[src/rtl/reg_scoreboard_if.sv]
// Bundle between the ID stage / write-back port and the register scoreboard.
// Handshake: id_valid offers an ID instruction every cycle; the scoreboard answers in the
// same cycle with stall (hold it, retry next cycle) or issue (recorded on this rising edge).
// A flushed instruction (id_flush=1) is neither stalled nor issued.
interface reg_scoreboard_if #(
    parameter int REG_AW = 5
);
    logic              id_valid;
    logic [REG_AW-1:0] id_rs1;
    logic [REG_AW-1:0] id_rs2;
    logic              id_use_rs1;
    logic              id_use_rs2;
    logic [REG_AW-1:0] id_rd;
    logic              id_regwrite;
    logic              id_is_load;
    logic              id_flush;
    logic              wb_regwrite;
    logic [REG_AW-1:0] wb_rd;
    logic              stall;
    logic              issue;
    logic [5:0]        outstanding;
    logic              sb_err;

    // Pipeline side: drives ID/WB information, consumes stall/issue/status
    modport master (
        output id_valid, id_rs1, id_rs2, id_use_rs1, id_use_rs2, id_rd,
               id_regwrite, id_is_load, id_flush, wb_regwrite, wb_rd,
        input  stall, issue, outstanding, sb_err
    );

    // Scoreboard side
    modport slave (
        input  id_valid, id_rs1, id_rs2, id_use_rs1, id_use_rs2, id_rd,
               id_regwrite, id_is_load, id_flush, wb_regwrite, wb_rd,
        output stall, issue, outstanding, sb_err
    );
endinterface

[src/rtl/reg_scoreboard.sv]
// Producer-side register result tracker for the 5-stage pipeline.
// Per register: cnt = writes in flight, lat = stall cycles left before the newest
// result can be forwarded. Raises stall on a not-yet-forwardable operand (load-use)
// or when the destination's in-flight counter would overflow.
module reg_scoreboard #(
    parameter int NUM_REGS = 32,
    parameter int REG_AW   = 5,
    parameter int LOAD_LAT = 1,
    parameter int ALU_LAT  = 0,
    parameter int OUT_W    = 2
) (
    input logic              clk,
    input logic              rst,
    reg_scoreboard_if.slave  sb
);
    localparam logic [OUT_W-1:0] CNT_MAX    = '1;
    localparam logic [1:0]       LOAD_LAT_V = 2'(LOAD_LAT);
    localparam logic [1:0]       ALU_LAT_V  = 2'(ALU_LAT);

    logic [OUT_W-1:0] cnt_q [NUM_REGS];
    logic [OUT_W-1:0] cnt_d [NUM_REGS];
    logic [1:0]       lat_q [NUM_REGS];
    logic [1:0]       lat_d [NUM_REGS];
    logic [5:0]       outstanding_q, outstanding_d;
    logic             sb_err_q, sb_err_d;

    logic id_live, hz_rs1, hz_rs2, hz_full, stall_w, issue_w;
    logic wb_live, retire_ok, wb_bad;

    // Hazard detection and issue decision; x0 never stalls and is never recorded
    always_comb begin
        id_live   = ~rst & sb.id_valid & ~sb.id_flush;
        hz_rs1    = sb.id_use_rs1 && (sb.id_rs1 != '0) && (lat_q[sb.id_rs1] != 2'd0);
        hz_rs2    = sb.id_use_rs2 && (sb.id_rs2 != '0) && (lat_q[sb.id_rs2] != 2'd0);
        hz_full   = sb.id_regwrite && (sb.id_rd != '0) && (cnt_q[sb.id_rd] == CNT_MAX);
        stall_w   = id_live & (hz_rs1 | hz_rs2 | hz_full);
        issue_w   = id_live & ~stall_w & sb.id_regwrite & (sb.id_rd != '0);
        wb_live   = sb.wb_regwrite && (sb.wb_rd != '0);
        retire_ok = wb_live && (cnt_q[sb.wb_rd] != '0);
        wb_bad    = wb_live && (cnt_q[sb.wb_rd] == '0);
    end

    // Next-state: lat counts down, issue loads lat (newest writer wins) and bumps cnt,
    // a valid retire drops cnt; issue+retire on one register nets to no change
    always_comb begin
        for (int r = 0; r < NUM_REGS; r++) begin
            cnt_d[r] = cnt_q[r];
            lat_d[r] = (lat_q[r] != 2'd0) ? lat_q[r] - 2'd1 : 2'd0;
        end
        if (issue_w) begin
            cnt_d[sb.id_rd] = cnt_d[sb.id_rd] + OUT_W'(1);
            lat_d[sb.id_rd] = sb.id_is_load ? LOAD_LAT_V : ALU_LAT_V;
        end
        if (retire_ok) begin
            cnt_d[sb.wb_rd] = cnt_d[sb.wb_rd] - OUT_W'(1);
        end
        outstanding_d = outstanding_q + {5'd0, issue_w} - {5'd0, retire_ok};
        sb_err_d      = sb_err_q | wb_bad;
    end

    // State registers; reset discards every record
    always_ff @(posedge clk or posedge rst) begin
        if (rst) begin
            for (int r = 0; r < NUM_REGS; r++) begin
                cnt_q[r] <= '0;
                lat_q[r] <= 2'd0;
            end
            outstanding_q <= 6'd0;
            sb_err_q      <= 1'b0;
        end else begin
            for (int r = 0; r < NUM_REGS; r++) begin
                cnt_q[r] <= cnt_d[r];
                lat_q[r] <= lat_d[r];
            end
            outstanding_q <= outstanding_d;
            sb_err_q      <= sb_err_d;
        end
    end

    assign sb.stall       = stall_w;
    assign sb.issue       = issue_w;
    assign sb.outstanding = outstanding_q;
    assign sb.sb_err      = sb_err_q;
endmodule

[src/flat_wrapper.sv]
// flat-port wrapper written by rule: the top's interface ports become plain ports
module reg_scoreboard_flat 
#(
    parameter int NUM_REGS = 32,
    parameter int REG_AW   = 5,
    parameter int LOAD_LAT = 1,
    parameter int ALU_LAT  = 0,
    parameter int OUT_W    = 2
)
  (clk, rst, sb_id_valid, sb_id_rs1, sb_id_rs2, sb_id_use_rs1, sb_id_use_rs2, sb_id_rd, sb_id_regwrite, sb_id_is_load, sb_id_flush, sb_wb_regwrite, sb_wb_rd, sb_stall, sb_issue, sb_outstanding, sb_sb_err);
  reg_scoreboard_if #(.REG_AW(REG_AW)) sb_i ();
  input logic clk;
  input logic rst;
  input wire logic [$bits(sb_i.id_valid)-1:0] sb_id_valid;
  input wire logic [$bits(sb_i.id_rs1)-1:0] sb_id_rs1;
  input wire logic [$bits(sb_i.id_rs2)-1:0] sb_id_rs2;
  input wire logic [$bits(sb_i.id_use_rs1)-1:0] sb_id_use_rs1;
  input wire logic [$bits(sb_i.id_use_rs2)-1:0] sb_id_use_rs2;
  input wire logic [$bits(sb_i.id_rd)-1:0] sb_id_rd;
  input wire logic [$bits(sb_i.id_regwrite)-1:0] sb_id_regwrite;
  input wire logic [$bits(sb_i.id_is_load)-1:0] sb_id_is_load;
  input wire logic [$bits(sb_i.id_flush)-1:0] sb_id_flush;
  input wire logic [$bits(sb_i.wb_regwrite)-1:0] sb_wb_regwrite;
  input wire logic [$bits(sb_i.wb_rd)-1:0] sb_wb_rd;
  output wire logic [$bits(sb_i.stall)-1:0] sb_stall;
  output wire logic [$bits(sb_i.issue)-1:0] sb_issue;
  output wire logic [$bits(sb_i.outstanding)-1:0] sb_outstanding;
  output wire logic [$bits(sb_i.sb_err)-1:0] sb_sb_err;
  assign sb_i.id_valid = sb_id_valid;
  assign sb_i.id_rs1 = sb_id_rs1;
  assign sb_i.id_rs2 = sb_id_rs2;
  assign sb_i.id_use_rs1 = sb_id_use_rs1;
  assign sb_i.id_use_rs2 = sb_id_use_rs2;
  assign sb_i.id_rd = sb_id_rd;
  assign sb_i.id_regwrite = sb_id_regwrite;
  assign sb_i.id_is_load = sb_id_is_load;
  assign sb_i.id_flush = sb_id_flush;
  assign sb_i.wb_regwrite = sb_wb_regwrite;
  assign sb_i.wb_rd = sb_wb_rd;
  assign sb_stall = sb_i.stall;
  assign sb_issue = sb_i.issue;
  assign sb_outstanding = sb_i.outstanding;
  assign sb_sb_err = sb_i.sb_err;
  reg_scoreboard #(.NUM_REGS(NUM_REGS), .REG_AW(REG_AW), .LOAD_LAT(LOAD_LAT), .ALU_LAT(ALU_LAT), .OUT_W(OUT_W)) u_core (.clk(clk), .rst(rst), .sb(sb_i));
endmodule
[config.mk]
export PLATFORM = sky130hd
export DESIGN_NAME = reg_scoreboard_flat
export DESIGN_NICKNAME = d
export VERILOG_FILES = /design/src/rtl/reg_scoreboard_if.sv /design/src/rtl/reg_scoreboard.sv /design/src/flat_wrapper.sv
export SDC_FILE = /design/constraint.sdc
export NUM_CORES = 1
export LEC_CHECK = 0
export CAP_MARGIN = 20
export CELL_PAD_IN_SITES_DETAIL_PLACEMENT = 0
export CELL_PAD_IN_SITES_GLOBAL_PLACEMENT = 2
export CORE_ASPECT_RATIO = 1.1
export CORE_MARGIN = 5
export CORE_UTILIZATION = 40
export CTS_CLUSTER_DIAMETER = 100
export CTS_CLUSTER_SIZE = 28
export DETAILED_ROUTE_END_ITERATION = 8
export PLACE_DENSITY = 0.93
export SLEW_MARGIN = 0
export SYNTH_ARGS = -nofsm -noshare
export SYNTH_HDL_FRONTEND = slang
export SYNTH_SLANG_ARGS = --single-unit
[constraint.sdc]
create_clock -name clk -period 9.4 [get_ports clk]
set_clock_uncertainty 0.2 [all_clocks]
set_input_delay 1.88 -clock clk [delete_from_list [all_inputs] [get_ports clk]]
set_output_delay 1.88 -clock clk [all_outputs]
set_load 0.02 [all_outputs]
==> results.md <==
- Status: finished, final reports clean
- Max Cap Viol: 0
- Root buf cell: clkbuf_16
- Post-synth ARST share: 100.0%
- CTS Hold Bufs: 0
- Setup_tns: 0 ns
- Crit start category: primary input
- Drt drc: 0
- Vias in the first global route: 8486
- Hold crit path type: flip-flop to flip-flop
- Initial antenna violation count: 0
- Design Area, Final: 10570 um^2
- Port buffer count: 37
- Largest net degree at the start of global routing: 73
- First-pass GRT wire length: 50.81 mm
- Critical path's largest stage delay: 0.76 ns
- Fin crit period: 8.274 ns
- Crit. End Element: primary output
- Fin. Hold Viols: 0
- CP Data Arrival Time: 6.19 ns
- Mapped Avg Cell Area: 9.184 um^2
- Peak supply drop: 0.00009042 V
- Fillers: 2230
- Top delay family on crit path: buffers and inverters
- Required @ worst endpoint: 7.32 ns
- Worst skew pair latency: 0.43 ns
- DIE HEIGHT: 170.0 um
- WP buf/inv: 3
- Vias per Instance: 6.346
- Die ar.: 26440 um^2
- WS Path Type: primary input to primary output
- Grt total ovfl: 0
- Period utilisation layout: 88.03%
- Ys Warns: 0
- Mapped Area: 9313 um^2
- CTS resizes: 0
- CTS max path bufs: 2
- H-tree depth: 4
- Share of cells above drive strength 1: 12.80%
- Area of placed instances: 9987 um^2
- Crit Path Max Fanout: 15
- Post-CTS Setup Bufs: 0
- GRT Total Usage: 24.75%
- Net Sw Frac: 36.43%
- RSZ-0062 raised after global routing: false
- Synthesized flop and latch total: 135
- Io pins: 38
- CP max-delay cell: clkdlybuf4s50_1
- Final HPWL DP: 22.97 mm
- Ant. Diodes: 0
- Slew Limit Fails: 0
- Clock Power Share: 31.8%
- Cell Rows: 58
- Final GP Congestion: 0.9893
- Antenna-violating nets left: 0
- Comb pwr share: 31.6%
- Initial Util: 40.61%
- Worst-Margin Slew: 1.032 ns
- Max Freq: 120.9 MHz
- Final setup violation count: 0
- Pre-Repair DR Iteration Count: 5
- Cell count after synthesis: 1014
- Clock sink count: 135
- Clock-pin slew on the worst setup and hold paths: 0.06 ns
- Max_slew headroom: 30.95%
- P_int: 1.361 mW
- Net Count, Synth: 1051
- Leak: 4.173 nW
- Critical Path, Cell by Cell: clkdlybuf4s50_1 -> inv_2 -> mux4_2 -> a2111oi_0 -> a32o_2 -> or3_1 -> o2111a_1 -> clkdlybuf4s50_1
- Pwr Density: 202.4 nW/um^2
- Core area: 22930 um^2
- Sequential power share: 36.6%
- Final #Nets: 1063
- DR iter-0 viols: 1036
- Netlist cell types: 73
- EDFF count, synth: 0
- WL per Instance: 24.20 um
- Vias: 8497
- Seq/Total Area, Yosys: 36.28%
- CTS tree: yes
- Layout area overhead: 13.53%
- Die Wd: 155.5 um
- Post-Route WL: 32.40 mm
- NetSw: 0.7797 mW
- Most frequent cell on the critical path: clkdlybuf4s50_1
- Commonest non-fill, non-tap cells in the layout: 135 x nor2_1, 135 x dfrtp_1, 101 x mux2i_1
- CTS buffer count: 17
- Ys flop type: dfrtp_1
-- path summary, 6_finish.rpt --
check | start | end | slack, ns | depth (start not counted)
worst max-delay path | sb_id_rs2[1] | sb_stall | 1.13 | 8
worst min-delay path | u_core.lat_q[62]$_DFF_PP0_ | u_core.lat_q[62]$_DFF_PP0_ | 0.25 | 1
worst max register to register | u_core.cnt_q[0]$_DFF_PP0_ | u_core.cnt_q[19]$_DFF_PP0_ | 3.22 | 17
worst min register to register | u_core.lat_q[62]$_DFF_PP0_ | u_core.lat_q[62]$_DFF_PP0_ | 0.25 | 1
max in group asynchronous | rst | u_core.lat_q[4]$_DFF_PP0_ | 5.94 | 3
min in group asynchronous | rst | u_core.lat_q[51]$_DFF_PP0_ | 1.74 | 2
-- through the flow --
| stage | setup WS [ns] | util, % | cells | hold slack, ns | total power, mW |
|---|---|---|---|---|---|
| 2_1_floorplan | 0.9561 | - | 1014 | 0.2170 | 1.221 |
| 3_3_place_gp | 1.086 | 43.55 | 1307 | 0.2305 | 1.440 |
| 3_5_place_dp | 1.061 | 43.55 | 1307 | 0.2378 | 1.453 |
| 4_1_cts | 1.132 | 46.10 | 1339 | 0.2504 | 2.135 |
| 5_1_grt | 0.8571 | 46.10 | 1339 | 0.2553 | 2.242 |
| 6_report | 1.126 | 46.10 | 1339 | 0.2503 | 2.140 |
-- cells in the mapped netlist, drive strengths merged (3+ instances only) --
cell type | count | area, um^2
and4 | 4 | 35.03
o21ai | 33 | 165.2
o211ai | 5 | 37.54
o311ai | 13 | 121.4
xnor2 | 5 | 43.79
nor2b | 14 | 87.58
and3b | 3 | 26.28
a21o | 3 | 22.52
a22o | 3 | 26.28
o31a | 4 | 35.03
a31oi | 7 | 43.79
a2111oi | 7 | 61.31
o2111a | 3 | 33.78
nand2 | 72 | 270.3
nand4 | 10 | 62.56
mux4 | 23 | 518.0
nor3 | 48 | 240.2
o21bai | 3 | 22.52
a22oi | 10 | 75.07
a311oi | 4 | 35.03
o31ai | 5 | 51.30
ha | 7 | 87.58
inv | 29 | 108.9
a21oi | 43 | 215.2
nand3 | 15 | 75.07
a211oi | 10 | 80.07
nor3b | 17 | 127.6
nor4 | 31 | 316.6
or3 | 3 | 18.77
nand2b | 26 | 162.7
mux2i | 101 | 1011
nand3b | 16 | 120.1
nor4b | 4 | 35.03
and3 | 23 | 143.9
o22ai | 5 | 31.28
or4 | 3 | 22.52
nor2 | 135 | 506.7
or3b | 5 | 43.79
buf | 20 | 108.9
mux2 | 14 | 157.7
clkbuf | 54 | 202.7
o2111ai | 6 | 52.55
and2 | 6 | 37.54
dfrtp | 135 | 3378
a221oi | 3 | 26.28
-- sequential cells by signal, summed over array words and instances, names as in the netlist --
| signal | cells |
|---|---|
| u_core.lat_q | 64 |
| u_core.cnt_q | 64 |
| u_core.sb.outstanding | 6 |
| u_core.sb.sb_err | 1 |
-- area by class of cell --
| type | count | area [um^2] | area share, % |
|---|---|---|---|
| clock buffers | 19 | 442.9 | 4.189 |
| clock inverters | 13 | 142.6 | 1.349 |
| inverters | 29 | 113.9 | 1.077 |
| multi-input cells | 776 | 5534 | 52.34 |
| flip-flops and latches | 135 | 3378 | 31.95 |
| well taps | 300 | 375.4 | 3.550 |
| repair buffers | 67 | 585.6 | 5.538 |
-- power by group through the flow --
| stage | Combinational [mW] | Sequential [mW] | Clock [mW] |
|---|---|---|---|
| 6_report | 0.677 | 0.784 | 0.680 |
| 5_1_grt | 0.730 | 0.796 | 0.716 |
| 4_1_cts | 0.668 | 0.779 | 0.688 |
| 3_5_place_dp | 0.664 | 0.789 | 0 |
| 3_3_place_gp | 0.652 | 0.788 | 0 |
| 2_1_floorplan | 0.454 | 0.767 | 0 |
-- metal layers --
| layer | GRT usage, % | part of all wire, % |
|---|---|---|
| met1 | 33.01 | 42 |
| met2 | 38.06 | 46 |
| met3 | 5.671 | 8.1 |
| met4 | 12.03 | 4.6 |
| met5 | 0 | 0 |
-- logic make-up after synthesis --
| logic type | share of synthesized area [%] |
|---|---|
| AOI/OAI and AO/OA | 14.01 |
| buffers and inverters | 4.514 |
| adders and majority gates | 1.155 |
| muxes | 18.11 |
| and+or+nand+nor | 25.27 |
| DFF | 36.28 |
| xor gates and xnor gates | 0.6583 |
No activity file was read; power rests on OpenSTA's default activity.
